`src/rtl/iomem_timer.sv`:
```
// Memory-mapped down-counting timer with a programmable prescaler, answering iomem
// requests inside a 256-byte window with a one-cycle ready pulse and a level interrupt.
module iomem_timer #(
    parameter logic [31:0] BASE_ADDR      = 32'h0300_0000,
    parameter int unsigned PRESCALE_WIDTH = 16
) (
    input  logic        clk,
    input  logic        resetn,
    input  logic        iomem_valid,
    output logic        iomem_ready,
    input  logic [3:0]  iomem_wstrb,
    input  logic [31:0] iomem_addr,
    input  logic [31:0] iomem_wdata,
    output logic [31:0] iomem_rdata,
    output logic        irq
);

    localparam logic [5:0] WordCtrl     = 6'd0;
    localparam logic [5:0] WordPrescale = 6'd1;
    localparam logic [5:0] WordReload   = 6'd2;
    localparam logic [5:0] WordCount    = 6'd3;
    localparam logic [5:0] WordStatus   = 6'd4;

    logic                      sel, access, wr;
    logic [5:0]                word;
    logic [31:0]               wmask;
    logic                      wr_ctrl, wr_prescale, wr_reload, wr_count, clr_status;

    logic [2:0]                ctrl_q;
    logic [PRESCALE_WIDTH-1:0] prescale_q, pre_cnt_q;
    logic [31:0]               reload_q, count_q;
    logic                      expired_q;

    logic                      tick, expire;
    logic [31:0]               rd_val, ctrl_m, prescale_m, reload_m, count_m;
    logic                      unused_bits;

    assign sel    = iomem_valid && (iomem_addr[31:8] == BASE_ADDR[31:8]);
    assign access = sel && !iomem_ready;
    assign wr     = access && (iomem_wstrb != 4'b0000);
    assign word   = iomem_addr[7:2];

    assign wmask = {{8{iomem_wstrb[3]}}, {8{iomem_wstrb[2]}},
                    {8{iomem_wstrb[1]}}, {8{iomem_wstrb[0]}}};

    assign wr_ctrl     = wr && (word == WordCtrl);
    assign wr_prescale = wr && (word == WordPrescale);
    assign wr_reload   = wr && (word == WordReload);
    assign wr_count    = wr && (word == WordCount);
    assign clr_status  = wr && (word == WordStatus) && iomem_wstrb[0] && iomem_wdata[0];

    // Byte-lane merge of the write data into each register's current value
    assign ctrl_m     = ({29'b0, ctrl_q} & ~wmask) | (iomem_wdata & wmask);
    assign prescale_m = (32'(prescale_q) & ~wmask) | (iomem_wdata & wmask);
    assign reload_m   = (reload_q & ~wmask) | (iomem_wdata & wmask);
    assign count_m    = (count_q & ~wmask) | (iomem_wdata & wmask);

    assign tick   = ctrl_q[0] && (pre_cnt_q == prescale_q);
    assign expire = tick && (count_q == 32'd1);

    assign irq = expired_q && ctrl_q[2];

    assign unused_bits = ^{iomem_addr[1:0], ctrl_m[31:3], prescale_m};

    always_comb begin
        rd_val = '0;
        case (word)
            WordCtrl:     rd_val = {29'b0, ctrl_q};
            WordPrescale: rd_val = 32'(prescale_q);
            WordReload:   rd_val = reload_q;
            WordCount:    rd_val = count_q;
            WordStatus:   rd_val = {31'b0, expired_q};
            default:      rd_val = '0;
        endcase
    end

    // Read data reflects register state before any write committed on the same edge
    always_ff @(posedge clk or negedge resetn) begin
        if (!resetn) begin
            iomem_ready <= 1'b0;
            iomem_rdata <= '0;
        end else begin
            iomem_ready <= access;
            iomem_rdata <= access ? rd_val : '0;
        end
    end

    always_ff @(posedge clk or negedge resetn) begin
        if (!resetn) begin
            ctrl_q     <= '0;
            prescale_q <= '0;
            reload_q   <= '0;
            count_q    <= '0;
            expired_q  <= 1'b0;
            pre_cnt_q  <= '0;
        end else begin
            if (wr_ctrl)     ctrl_q     <= ctrl_m[2:0];
            if (wr_prescale) prescale_q <= prescale_m[PRESCALE_WIDTH-1:0];
            if (wr_reload)   reload_q   <= reload_m;

            if (!ctrl_q[0] || tick || wr_ctrl || wr_prescale) begin
                pre_cnt_q <= '0;
            end else begin
                pre_cnt_q <= pre_cnt_q + PRESCALE_WIDTH'(1);
            end

            // A bus write to COUNT overrides whatever the tick would have done
            if (wr_count) begin
                count_q <= count_m;
            end else if (tick) begin
                if (count_q == 32'd1) begin
                    count_q <= ctrl_q[1] ? reload_q : '0;
                end else if (count_q != 32'd0) begin
                    count_q <= count_q - 32'd1;
                end
            end

            if (expire) begin
                expired_q <= 1'b1;
            end else if (clr_status) begin
                expired_q <= 1'b0;
            end
        end
    end

endmodule

```
`config.mk`:
```
export PLATFORM = sky130hd
export DESIGN_NAME = iomem_timer
export DESIGN_NICKNAME = d
export VERILOG_FILES = /design/src/rtl/iomem_timer.sv
export SDC_FILE = /design/constraint.sdc
export NUM_CORES = 1
export LEC_CHECK = 0
export BUFFER_PORTS_ARGS = -buffer_cell sky130_fd_sc_hd__buf_2
export CELL_PAD_IN_SITES_DETAIL_PLACEMENT = 0
export CELL_PAD_IN_SITES_GLOBAL_PLACEMENT = 2
export CORE_ASPECT_RATIO = 1.75
export CORE_MARGIN = 2
export CORE_UTILIZATION = 37
export CTS_CLUSTER_SIZE = 20
export DETAILED_ROUTE_END_ITERATION = 10
export PLACE_DENSITY_LB_ADDON = 0.1
export SYNTH_ARGS = -nofsm -noshare
export SYNTH_HDL_FRONTEND = slang
export SYNTH_SLANG_ARGS = --single-unit
```
`constraint.sdc`:
```
create_clock -name clk -period 3.3 [get_ports clk]
set_input_delay 0.33 -clock clk [delete_from_list [all_inputs] [get_ports clk]]
set_output_delay 0.33 -clock clk [all_outputs]
set_load 0.02 [all_outputs]
```
* After elaboration in Yosys (flattened, before gate mapping)
Index checks and enable logic that the tools add are counted.
** Word-level totals
- Register bits after elaboration :: 133
- Input port bits :: 71
- Output and inout port bits :: 34
- Word-level logic and storage cells :: 62
** Operators by class
- $add $sub $neg :: 2
- Equality and inequality tests :: 7
- Multiplexer cells :: 10
- Bitwise logic cells :: 10
- Reductions and logical operators :: 25
** Operators with widths (count)
- $mux 32 :: 6
- $pmux 32 s5 :: 1
- $and 32x32->32 :: 3
- $or 32x32->32 :: 2
- $eq 32x1->1 const B :: 1
- $not 32->32 :: 1
- $reduce_bool 32->1 :: 1
- $sub 32x1->32 const B :: 1
- $eq 24x18->1 const B :: 1
- $add 16x1->16 const B :: 1
- $and 16x16->16 :: 1
- $eq 16x16->1 :: 1
- $mux 16 :: 1
- $or 16x16->16 :: 1
- $logic_and 1x1->1 :: 13
- $eq 6x2->1 const B :: 2
- $eq 6x1->1 const B :: 1
- $eq 6x3->1 const B :: 1
- $logic_not 6->1 :: 1
- $reduce_bool 2->1 :: 2
- $reduce_bool 4->1 :: 1
- $and 3x3->3 :: 1
- $logic_or 1x1->1 :: 3
- $or 3x3->3 :: 1
- other kinds (4) :: 6

* Logic depth before layout (Yosys ltp)
- Depth after elaboration :: 9
- Depth in mapped cells :: 11
- Depth with buffers taken out :: 9

* Worst setup path after synthesis
No wires, ideal clock.
- Path kind :: flip-flop to flip-flop
- Start :: reg with a tool-made name
- End :: reg with a tool-made name
- Setup time :: 126 ps
- Arrival time :: 2532 ps
- Required time :: 3174 ps
- Path slack :: 643 ps
- Cell stages (with the launch flop) :: 11
- Buffers on the path :: 1
- Clock period less this slack :: 2657 ps
- Cell sequence :: dfrtp_1 inv_1 ha_1 or4b_1 nor4b_4 nor4b_2 or3_2 nor2_2 buf_2 and2_1 a221o_1

==> results.tsv <==
metric	value	unit
status	finished clean	
Hold-fix buffers, CTS	1	
antenna cells	0	
# fillers	1839	
clock slew at the register clock pins of the worst setup and hold paths	0.06	ns
number of routed nets with antenna violations	0	
crit end category	register	
initial antenna violation count	0	
Yosys warning total	0	
H-tree Lvls	4	
die area	20000	um^2
vias post-DR	5841	
total wire length	21500	um
routed len/inst	20.6	um
Hold Path Class	input port to register	
setup ws final	0.315	ns
Worst setup SP type	register	
slew at the pin closest to its max-slew limit	0.829	ns
fmax	335	MHz
Die X	108	um
initial DRC count	308	
cell count of the worst hold path	2	
WP data arrival	3.29	ns
cell area after layout	8460	um^2
# IOs	105	
CTS Buffer Depth	2	
Rel. slew slack	0.448	
layout cells sized above 1	0.309	
critical hold path startpoint	iomem_wdata[30]	
ys async rst share	1.00	
placed standard-cell area	7890	um^2
max-slew violations	0	
post-CTS sizing	0	
starting density of the core	0.376	
most common cell after layout, fill and taps aside	dfrtp_1	
Yosys cell types	65	
row count	66	
commonest cells after routing, fill and taps aside	dfrtp_1 (133), buf_2 (101), nor2_1 (95), mux2_2 (65), buf_4 (35)	
detailed placement HPWL	16000	um
fin crit share	0.904	
Port Buffers	102	
Clk Latency, worst-skew pair	0.42	ns
unrepaired setup endpoints after global routing	false	
grt met3 use	0.0419	
# clock sinks	133	
GRT Resource Usage Total	0.228	
final hold viol count	0	
Final min period	2.98	ns
largest net degree at the start of global routing	60	
EDFF count, synth	0	
CORE AREA	18500	um^2
peak supply drop	0.457	mV
Multi-input gate area	3440	um^2
GPL Wtd Cong	0.827	
DRT Pass-1 Iters	5	
Setup Skew	0.00916	ns
global-route wire length before repair	34300	um
Max Cap Viol	0	
met2 usage	0.448	
GRT busiest layer	met2	
R2R Setup Slk	0.32	ns
Root Buffer	clkbuf_16	
final net count	867	
Post-CTS Setup Bufs	0	
Residual DRC	0	
post-synthesis area per instance	10.4	um^2
net count after synthesis	746	
grt ovf	0	
worst slack, placed	0.305	ns
LEAKAGE	3.93	nW
Num CTS Buffers	17	
setup TNS	0	ns
Synth Flop Type	dfrtp_1	
area of the mapped netlist	6960	um^2
cell count of the worst reg-to-reg path	10	
FF/Latch Area	3330	um^2
Final Setup Violations	0	
CTS tree	built	
Cells after Synth	672	
post-synthesis sequential area ratio	0.478	
kind of critical path	register to register	
Via density	5.60	
Layout area overhead	21.6	%
Die Span Y	185	um
GRT met1 Usage	0.233	
number of global-route vias before repair	6290	
number of synthesized register bits	133	
Crit Path Max Fanout	19	
pwr dens	426	nW/um^2
Crit path required time	3.60	ns
WHS	0.158	ns
## cell usage after synthesis (all sizes together), types with 2 or more instances
cell | n | area, um^2
dfrtp | 133 | 3330
nor2 | 96 | 363
nor4 | 17 | 119
a221oi | 2 | 17.5
mux2 | 65 | 732
mux2i | 4 | 43.8
mux4 | 2 | 45.0
a221o | 3 | 30.0
a211o | 4 | 35.0
a21oi | 16 | 80.1
and3 | 9 | 56.3
or3 | 9 | 62.6
ha | 3 | 37.5
and2 | 7 | 46.3
nor4b | 3 | 53.8
buf | 17 | 100
o31ai | 2 | 15.0
or2 | 2 | 12.5
a32oi | 2 | 17.5
o21ai | 29 | 145
and4 | 3 | 26.3
a22o | 5 | 43.8
or4 | 5 | 45.0
xor2 | 32 | 280
xnor2 | 14 | 123
o221a | 7 | 78.8
nor2b | 3 | 18.8
a31oi | 9 | 56.3
inv | 7 | 26.3
nor3 | 16 | 80.1
clkbuf | 20 | 75.1
nand4 | 9 | 56.3
o211ai | 7 | 52.6
nand2 | 26 | 97.6
a22oi | 33 | 248
nand3 | 33 | 165
o22ai | 3 | 18.8
## power by group
part | leakage (nW) | internal, W | total [W] | switching, W
Combinational | 1.83 | 0.0000478 | 0.000134 | 0.0000858
Sequential | 1.82 | 0.00163 | 0.00163 | 0.0000000000841
Clock | 0.275 | 0.00117 | 0.00184 | 0.000670
Total | 3.93 | 0.00285 | 0.00360 | 0.000756
## kinds of logic (layout without fill, tap and decap cells)
group,Yosys count,count (layout),share of synthesized area
AND/OR/NAND/NOR,244,244,0.180
AO/OA/AOI/OAI,131,131,0.131
buffers and inverters,44,177,0.0289
XOR/XNOR,46,46,0.0579
adder cells (fa/ha/maj),3,3,0.00539
flip-flops,133,133,0.478
multiplexers,71,71,0.118
## per-layer routing
metal | vias up | routed length [um]
met5 | - | 0
met4 | 0 | 446
met3 | 33 | 732
met2 | 137 | 12500
met1 | 2960 | 7790
li1 | 2711 | -
## stage by stage
| step | util | power [W] | cells |
|---|---|---|---|
| 3_5_place_dp | 0.427 | 0.00180 | 1011 |
| 4_1_cts | 0.458 | 0.00366 | 1043 |
| 2_1_floorplan | - | 0.00169 | 672 |
| 3_3_place_gp | 0.427 | 0.00179 | 1011 |
| 5_1_grt | 0.458 | 0.00373 | 1043 |
| 6_report | 0.458 | 0.00360 | 1043 |
## worst max path at each step
stage,from,endpoint,slack [ns]
after detailed placement,register,register,0.30
final,register,register,0.32
after global routing,register,register,0.1
after CTS,register,register,0.28
after floorplan,register,register,0.64
after global placement,register,register,0.38
## final cells by class
class	instances	share of cell area
clock buffers	27	0.0582
clock inverters	4	0.00828
inverters	7	0.00310
multi-input cells	495	0.406
flip-flops and latches	133	0.393
well taps	238	0.0352
repair buffers	139	0.0957
## critical path: stages, from the launching register on
cell	delay (ns)
dfrtp_1	0.42
inv_1	0.10
ha_1	0.24
or4b_1	0.59
nor4b_4	0.28
nor4b_2	0.27
or3_2	0.23
nor2_2	0.06
buf_4	0.23
and2_1	0.17
a221o_1	0.25
No activity file was read; power rests on OpenSTA's default activity.
